File: config.mk
export PLATFORM = sky130hd
export DESIGN_NAME = line_rd_sequencer
export DESIGN_NICKNAME = d
export VERILOG_FILES = /design/src/rtl/line_rd_sequencer.sv
export SDC_FILE = /design/constraint.sdc
export NUM_CORES = 1
export LEC_CHECK = 0
export ABC_CLOCK_PERIOD_IN_PS = 2500
export BUFFER_PORTS_ARGS = -buffer_cell sky130_fd_sc_hd__buf_4
export CORE_MARGIN = 2
export CORE_UTILIZATION = 34
export DETAILED_ROUTE_END_ITERATION = 10
export PLACE_DENSITY = 0.62
export SKIP_CTS_REPAIR_TIMING = 1
export SYNTH_ARGS = -nofsm -noshare
export SYNTH_HDL_FRONTEND = slang
export SYNTH_SLANG_ARGS = --single-unit
File: constraint.sdc
create_clock -name clk2 -period 2.5 [get_ports clk2]
set_clock_uncertainty 0.05 [all_clocks]
set_input_delay 0.25 -clock clk2 [delete_from_list [all_inputs] [get_ports clk2]]
set_output_delay 0.25 -clock clk2 [all_outputs]
set_load 0.01 [all_outputs]
File: src/rtl/line_rd_sequencer.sv
// Line-buffer read sequencer: replays one buffered row num_rep times into a 2-entry skid queue.
// Optional per-pixel end-of-row flag on out_last when LINE_RD_LAST_EN is defined.
module line_rd_sequencer #(
  parameter int unsigned DATA_WIDTH = 16,
  parameter int unsigned ROW_LEN    = 10,
  parameter int unsigned ADD_WIDTH  = 4,
  parameter int unsigned REP_WIDTH  = 4
) (
  input  logic                  clk2,
  input  logic                  rd_clr,
  input  logic                  start,
  input  logic [REP_WIDTH-1:0]  num_rep,
  output logic                  fifo_rd_en,
  output logic                  fifo_rd_inc,
  output logic                  fifo_rd_clr,
  input  logic [DATA_WIDTH-1:0] fifo_data,
  output logic [DATA_WIDTH-1:0] out_data,
  output logic                  out_valid,
  input  logic                  out_ready,
  output logic                  busy,
  output logic                  done
`ifdef LINE_RD_LAST_EN
  ,
  output logic                  out_last
`endif
);

  localparam int unsigned COL_LAST = ROW_LEN - 1;

  typedef enum logic [1:0] {
    S_IDLE   = 2'd0,
    S_READ   = 2'd1,
    S_REWIND = 2'd2,
    S_DRAIN  = 2'd3
  } state_t;

  state_t                state, state_nx;
  logic [1:0]            occ, occ_nx;
  logic                  inflight;
  logic [ADD_WIDTH-1:0]  col;
  logic [REP_WIDTH-1:0]  rep_left;
  logic [DATA_WIDTH-1:0] q1_data;
  logic                  push, pop, credit_ok, col_wrap, done_nx;
`ifdef LINE_RD_LAST_EN
  logic                  inflight_last;
  logic                  q1_last;
`endif

  assign out_valid   = (occ != 2'd0);
  assign fifo_rd_inc = fifo_rd_en;

  // State register
  always_ff @(posedge clk2 or posedge rd_clr) begin
    if (rd_clr) state <= S_IDLE;
    else        state <= state_nx;
  end

  // Credit check, read issue and next-state decode
  always_comb begin
    push      = inflight;
    pop       = out_valid & out_ready;
    credit_ok = (3'({1'b0, occ}) + 3'(inflight)) < (3'd2 + 3'(pop));
    col_wrap  = (col == ADD_WIDTH'(COL_LAST));
    fifo_rd_en = 1'b0;
    state_nx   = state;
    case (state)
      S_IDLE: begin
        if (start) state_nx = (num_rep != '0) ? S_READ : S_DRAIN;
      end
      S_READ: begin
        fifo_rd_en = credit_ok;
        if (credit_ok && col_wrap)
          state_nx = (rep_left > REP_WIDTH'(1)) ? S_REWIND : S_DRAIN;
      end
      S_REWIND: state_nx = S_READ;
      S_DRAIN: begin
        if ((occ == 2'd0) && !inflight) state_nx = S_IDLE;
      end
      default: state_nx = S_IDLE;
    endcase
    occ_nx  = occ + 2'(push) - 2'(pop);
    // done lands in the DRAIN cycle that finds queue and pipe empty
    done_nx = (state_nx == S_DRAIN) && (occ_nx == 2'd0) && !fifo_rd_en;
  end

  // Counters, skid queue and registered outputs
  always_ff @(posedge clk2 or posedge rd_clr) begin
    if (rd_clr) begin
      occ         <= 2'd0;
      inflight    <= 1'b0;
      col         <= '0;
      rep_left    <= '0;
      out_data    <= '0;
      q1_data     <= '0;
      fifo_rd_clr <= 1'b0;
      busy        <= 1'b0;
      done        <= 1'b0;
`ifdef LINE_RD_LAST_EN
      inflight_last <= 1'b0;
      out_last      <= 1'b0;
      q1_last       <= 1'b0;
`endif
    end else begin
      occ         <= occ_nx;
      inflight    <= fifo_rd_en;
      fifo_rd_clr <= (state_nx == S_REWIND);
      busy        <= (state_nx != S_IDLE);
      done        <= done_nx;
`ifdef LINE_RD_LAST_EN
      inflight_last <= fifo_rd_en & col_wrap;
`endif

      if ((state == S_IDLE) && start) begin
        rep_left <= num_rep;
        col      <= '0;
      end else if (fifo_rd_en) begin
        if (col_wrap) begin
          col      <= '0;
          rep_left <= rep_left - REP_WIDTH'(1);
        end else begin
          col <= col + ADD_WIDTH'(1);
        end
      end

      // Head lives in out_data; push and pop in one cycle are both honoured
      case ({push, pop})
        2'b01: begin
          out_data <= q1_data;
`ifdef LINE_RD_LAST_EN
          out_last <= q1_last;
`endif
        end
        2'b10: begin
          if (occ == 2'd0) begin
            out_data <= fifo_data;
`ifdef LINE_RD_LAST_EN
            out_last <= inflight_last;
`endif
          end else begin
            q1_data <= fifo_data;
`ifdef LINE_RD_LAST_EN
            q1_last <= inflight_last;
`endif
          end
        end
        2'b11: begin
          if (occ == 2'd1) begin
            out_data <= fifo_data;
`ifdef LINE_RD_LAST_EN
            out_last <= inflight_last;
`endif
          end else begin
            out_data <= q1_data;
            q1_data  <= fifo_data;
`ifdef LINE_RD_LAST_EN
            out_last <= q1_last;
            q1_last  <= inflight_last;
`endif
          end
        end
        default: ;
      endcase
    end
  end

endmodule

==> impl_metrics.csv <==
group,metric,value,unit
status,status,"finished, violations left",
status,violations,"design-rule violations",
clock_tree,clkTransAtPathRegs,0.09,ns
global_routing,grt_pass1_vias,1707,
hold_path,hp-class,"in2reg",
timing,hold_viol,0,
timing,post-route-period-util,91.99,%
synthesis,ys_ff_latch,48,
place,portBuffers,45,
floorplan,start_util,35.38,%
global_routing,antenna_found_initial,0,
synthesis,synth_area_leaders,"dfrtp_1 53%, mux2_2 7.9%, ha_1 5.5%",
pwr,pwr-share-seq,37.0,%
setup_path,path_max_fanout,13,
floorplan,die_w,85.75,µm
setup_path,crit_path_start_kind,"flop",
drt,routedWlPerCell,13.63,µm
drt,drc,3,
run,maxCapViolations,0,
synthesis,synthCells,209,
drt,drt_iter0_drc,91,
synthesis,syn_nets,243,
drt,viasPerCell,5.126,
place,dpl_cell_area,2685,µm²
setup_path,critPathRequiredTime,2.20,ns
synthesis,synth_top_area_cell,"dfrtp_1",
synthesis,synth.top_cell.area_share,52.86,%
setup_path,r2r_cells,5,
clock_tree,cts.sinks,48,
clock_tree,insertion_delay,0.30,ns
clock_tree,clockBufferDepth,2,
hold_path,hp-start,"fifo_data[15]",
synthesis,syn_area,2272,µm²
timing,setup_tns,0,ns
synthesis,synth-edff-count,0,
place,routabilityCongestion,0.8629,
timing,period_minus_slack,2.300,ns
timing,relSlewSlack,37.45,%
setup_path,rr_startpoint,"occ[0]",
clock_tree,cts-htree-levels,2,
layout,layoutNonFillerInstCount,334,
drt,vias,1712,
setup_path,arrival,2.00,ns
place,dp_cells,325,
pwr,switching_share,39.62,%
pwr,p_comb_share,50.2,%
timing,grt_setup_unrepaired,"false",
drt,wl,4.553,mm
pwr,p_int,2.327,mW
floorplan,dieArea,7353,µm²
global_routing,grt_max_degree,33,
setup_path,crit_start,"occ[0]",
hold_path,hold_depth,2,
synthesis,yosysUniqueCellTypes,37,
synthesis,yosys-top-cells-count,"48 x dfrtp_1, 23 x nand2_1, 22 x o21ai_0",
layout,layout-drive-gt1-share,30.74,%
clock_tree,cts_root_buffer,"clkbuf_8",
synthesis,yosysSeqAreaShare,52.86,%
synthesis,async_flop_share,100.0,%
layout,syn_to_final_growth,22.85,%
synthesis,synth.avg_cell_area,10.87,µm²
pwr,p_leak,1.293,nW
synthesis,synth_flop_cell,"dfrtp_1",
floorplan,io_pins,46,
clock_tree,numCtsBuffers,5,
pwr,ir_drop,378.7,µV
pwr,clkPwrFrac,12.8,%
floorplan,die_h,85.75,µm
timing,max_slew.worst_pin.slew,0.9382,ns
drt,dr.pass1.iters,8,
global_routing,grt_pass1_wl,7.921,mm
setup_path,end_kind,"output pin",
clock_tree,cts_tree,"yes",
timing,fmax,434.8,MHz
floorplan,coreArea,6422,µm²
synthesis,synth_most_common_cell,"dfrtp_1",
setup_path,critPathKind,"reg2out",
global_routing,grtUsageTotal,13.71,%
pwr,p_per_area,1380,nW/µm²
drt,drtAntennaViolNets,0,
layout,final_area,2791,µm²
pwr,p_sw,1.526,mW
layout,layout.nets,290,
global_routing,overflow,0,
place,hpwlAfterDp,3.204,mm
synthesis,yosys_warnings,0,
timing,final-setup-viol-count,0,
layout,num_antenna_cells,0,
layout,fillers,640,
timing,slew_violations,0,
floorplan,num_rows,29,
[through the flow]
step / setup slack (ns) / hold slack [ns] / util, % / power (mW)
global route: 0.06555 / 0.1227 / 43.46 / 4.224
detailed placement: 0.4188 / 0.2090 / 41.81 / 3.403
finish: 0.2003 / 0.1369 / 43.46 / 3.853
floorplan: 0.4393 / 0.3446 / - / 2.792
CTS: 0.1810 / -0.1258 / 43.31 / 3.907
global placement: 0.4671 / 0.2173 / 41.81 / 3.348
[flip-flops by register name, summed over array words and instances, names as in the netlist]
| signal | count |
|---|---|
| done | 1 |
| busy | 1 |
| inflight | 1 |
| occ | 2 |
| out_data | 16 |
| q1_data | 16 |
| state | 2 |
| col | 4 |
| rep_left | 4 |
| fifo_rd_clr | 1 |
[power by group through the flow]
stage	clock [mW]	sequential [mW]	combinational (mW)
6_report	0.494	1.42	1.93
5_1_grt	0.545	1.49	2.19
4_1_cts	0.515	1.43	1.97
3_5_place_dp	0	1.44	1.96
3_3_place_gp	0	1.43	1.92
2_1_floorplan	0	1.45	1.34
[cell usage in the layout (no fill, tap or decap), drive strengths merged]
cell type    netlist  routed
a31oi              6       6
or2                1       1
a21oi              3       3
mux2i              2       2
a31o               1       1
nand3              2       2
nor3               5       5
clkbuf             6       6
or4                4       4
or3                2       2
o21a               2       2
inv               10      11
nor2               7       7
o211ai             1       1
ha                10      10
nor3b              1       1
nand4              1       1
a22oi             16      16
mux2              16      16
o311ai             1       1
nor4               1       1
buf                4      49
o31ai              3       3
xnor2              2       2
dfrtp             48      48
and3               1       1
o22ai              1       1
o21ai             23      23
and3b              1       1
clkinv             0       1
dlygate4sd3        0       1
o31a               1       1
and2               1       1
nor2b              2       2
a2bb2oi            1       1
nand2             23      23
[critical path, stage by stage, from the launching register on]
cell and delay [ns]:
dfrtp_1 0.49, ha_1 0.25, ha_1 0.28, o21a_1 0.36, nor2_1 0.15, buf_4 0.17
[path summary, 6_finish.rpt]
path	to	slack, ns
min in group asynchronous	out_data[8]	0.43
min	q1_data[15]	0.14
min reg2reg	out_data[6]	0.44
max reg2reg	rep_left[2]	0.40
max in group asynchronous	rep_left[0]	1.25
max	fifo_rd_en	0.20
[metal layers]
layer	GRT usage (%)	vias up	part of all wire, %	routed length, µm
met5	0	-	0	0
met4	4.906	0	1.6	72
met1	18.28	832	47	2118
met2	21.59	32	47	2159
li1	-	843	-	-
met3	3.657	5	4.4	202
[final cells by class]
cell class                 count  area, µm²  share of cell area, %
sequential                    48       1201                  43.03
multi-input combinational    141      982.2                  35.19
timing repair buffer          50      377.9                  13.54
tap                           77      96.34                  3.451
clock buffer                   6      82.58                  2.958
inverter                      10      37.54                  1.345
clock inverter                 2      13.76                 0.4931
[cell families (layout without fill, tap and decap cells)]
logic type	count (synthesis)	in the layout	share of synthesized area [%]
AO/OA/AOI/OAI	59	59	16.91
XOR/XNOR	2	2	0.7711
adder cells (fa/ha/maj)	10	10	5.507
buffers and inverters	20	68	3.910
flip-flops	48	48	52.86
multiplexers	18	18	8.810
AND/OR/NAND/NOR	52	52	11.23
Power figures use the tool's default switching activity.
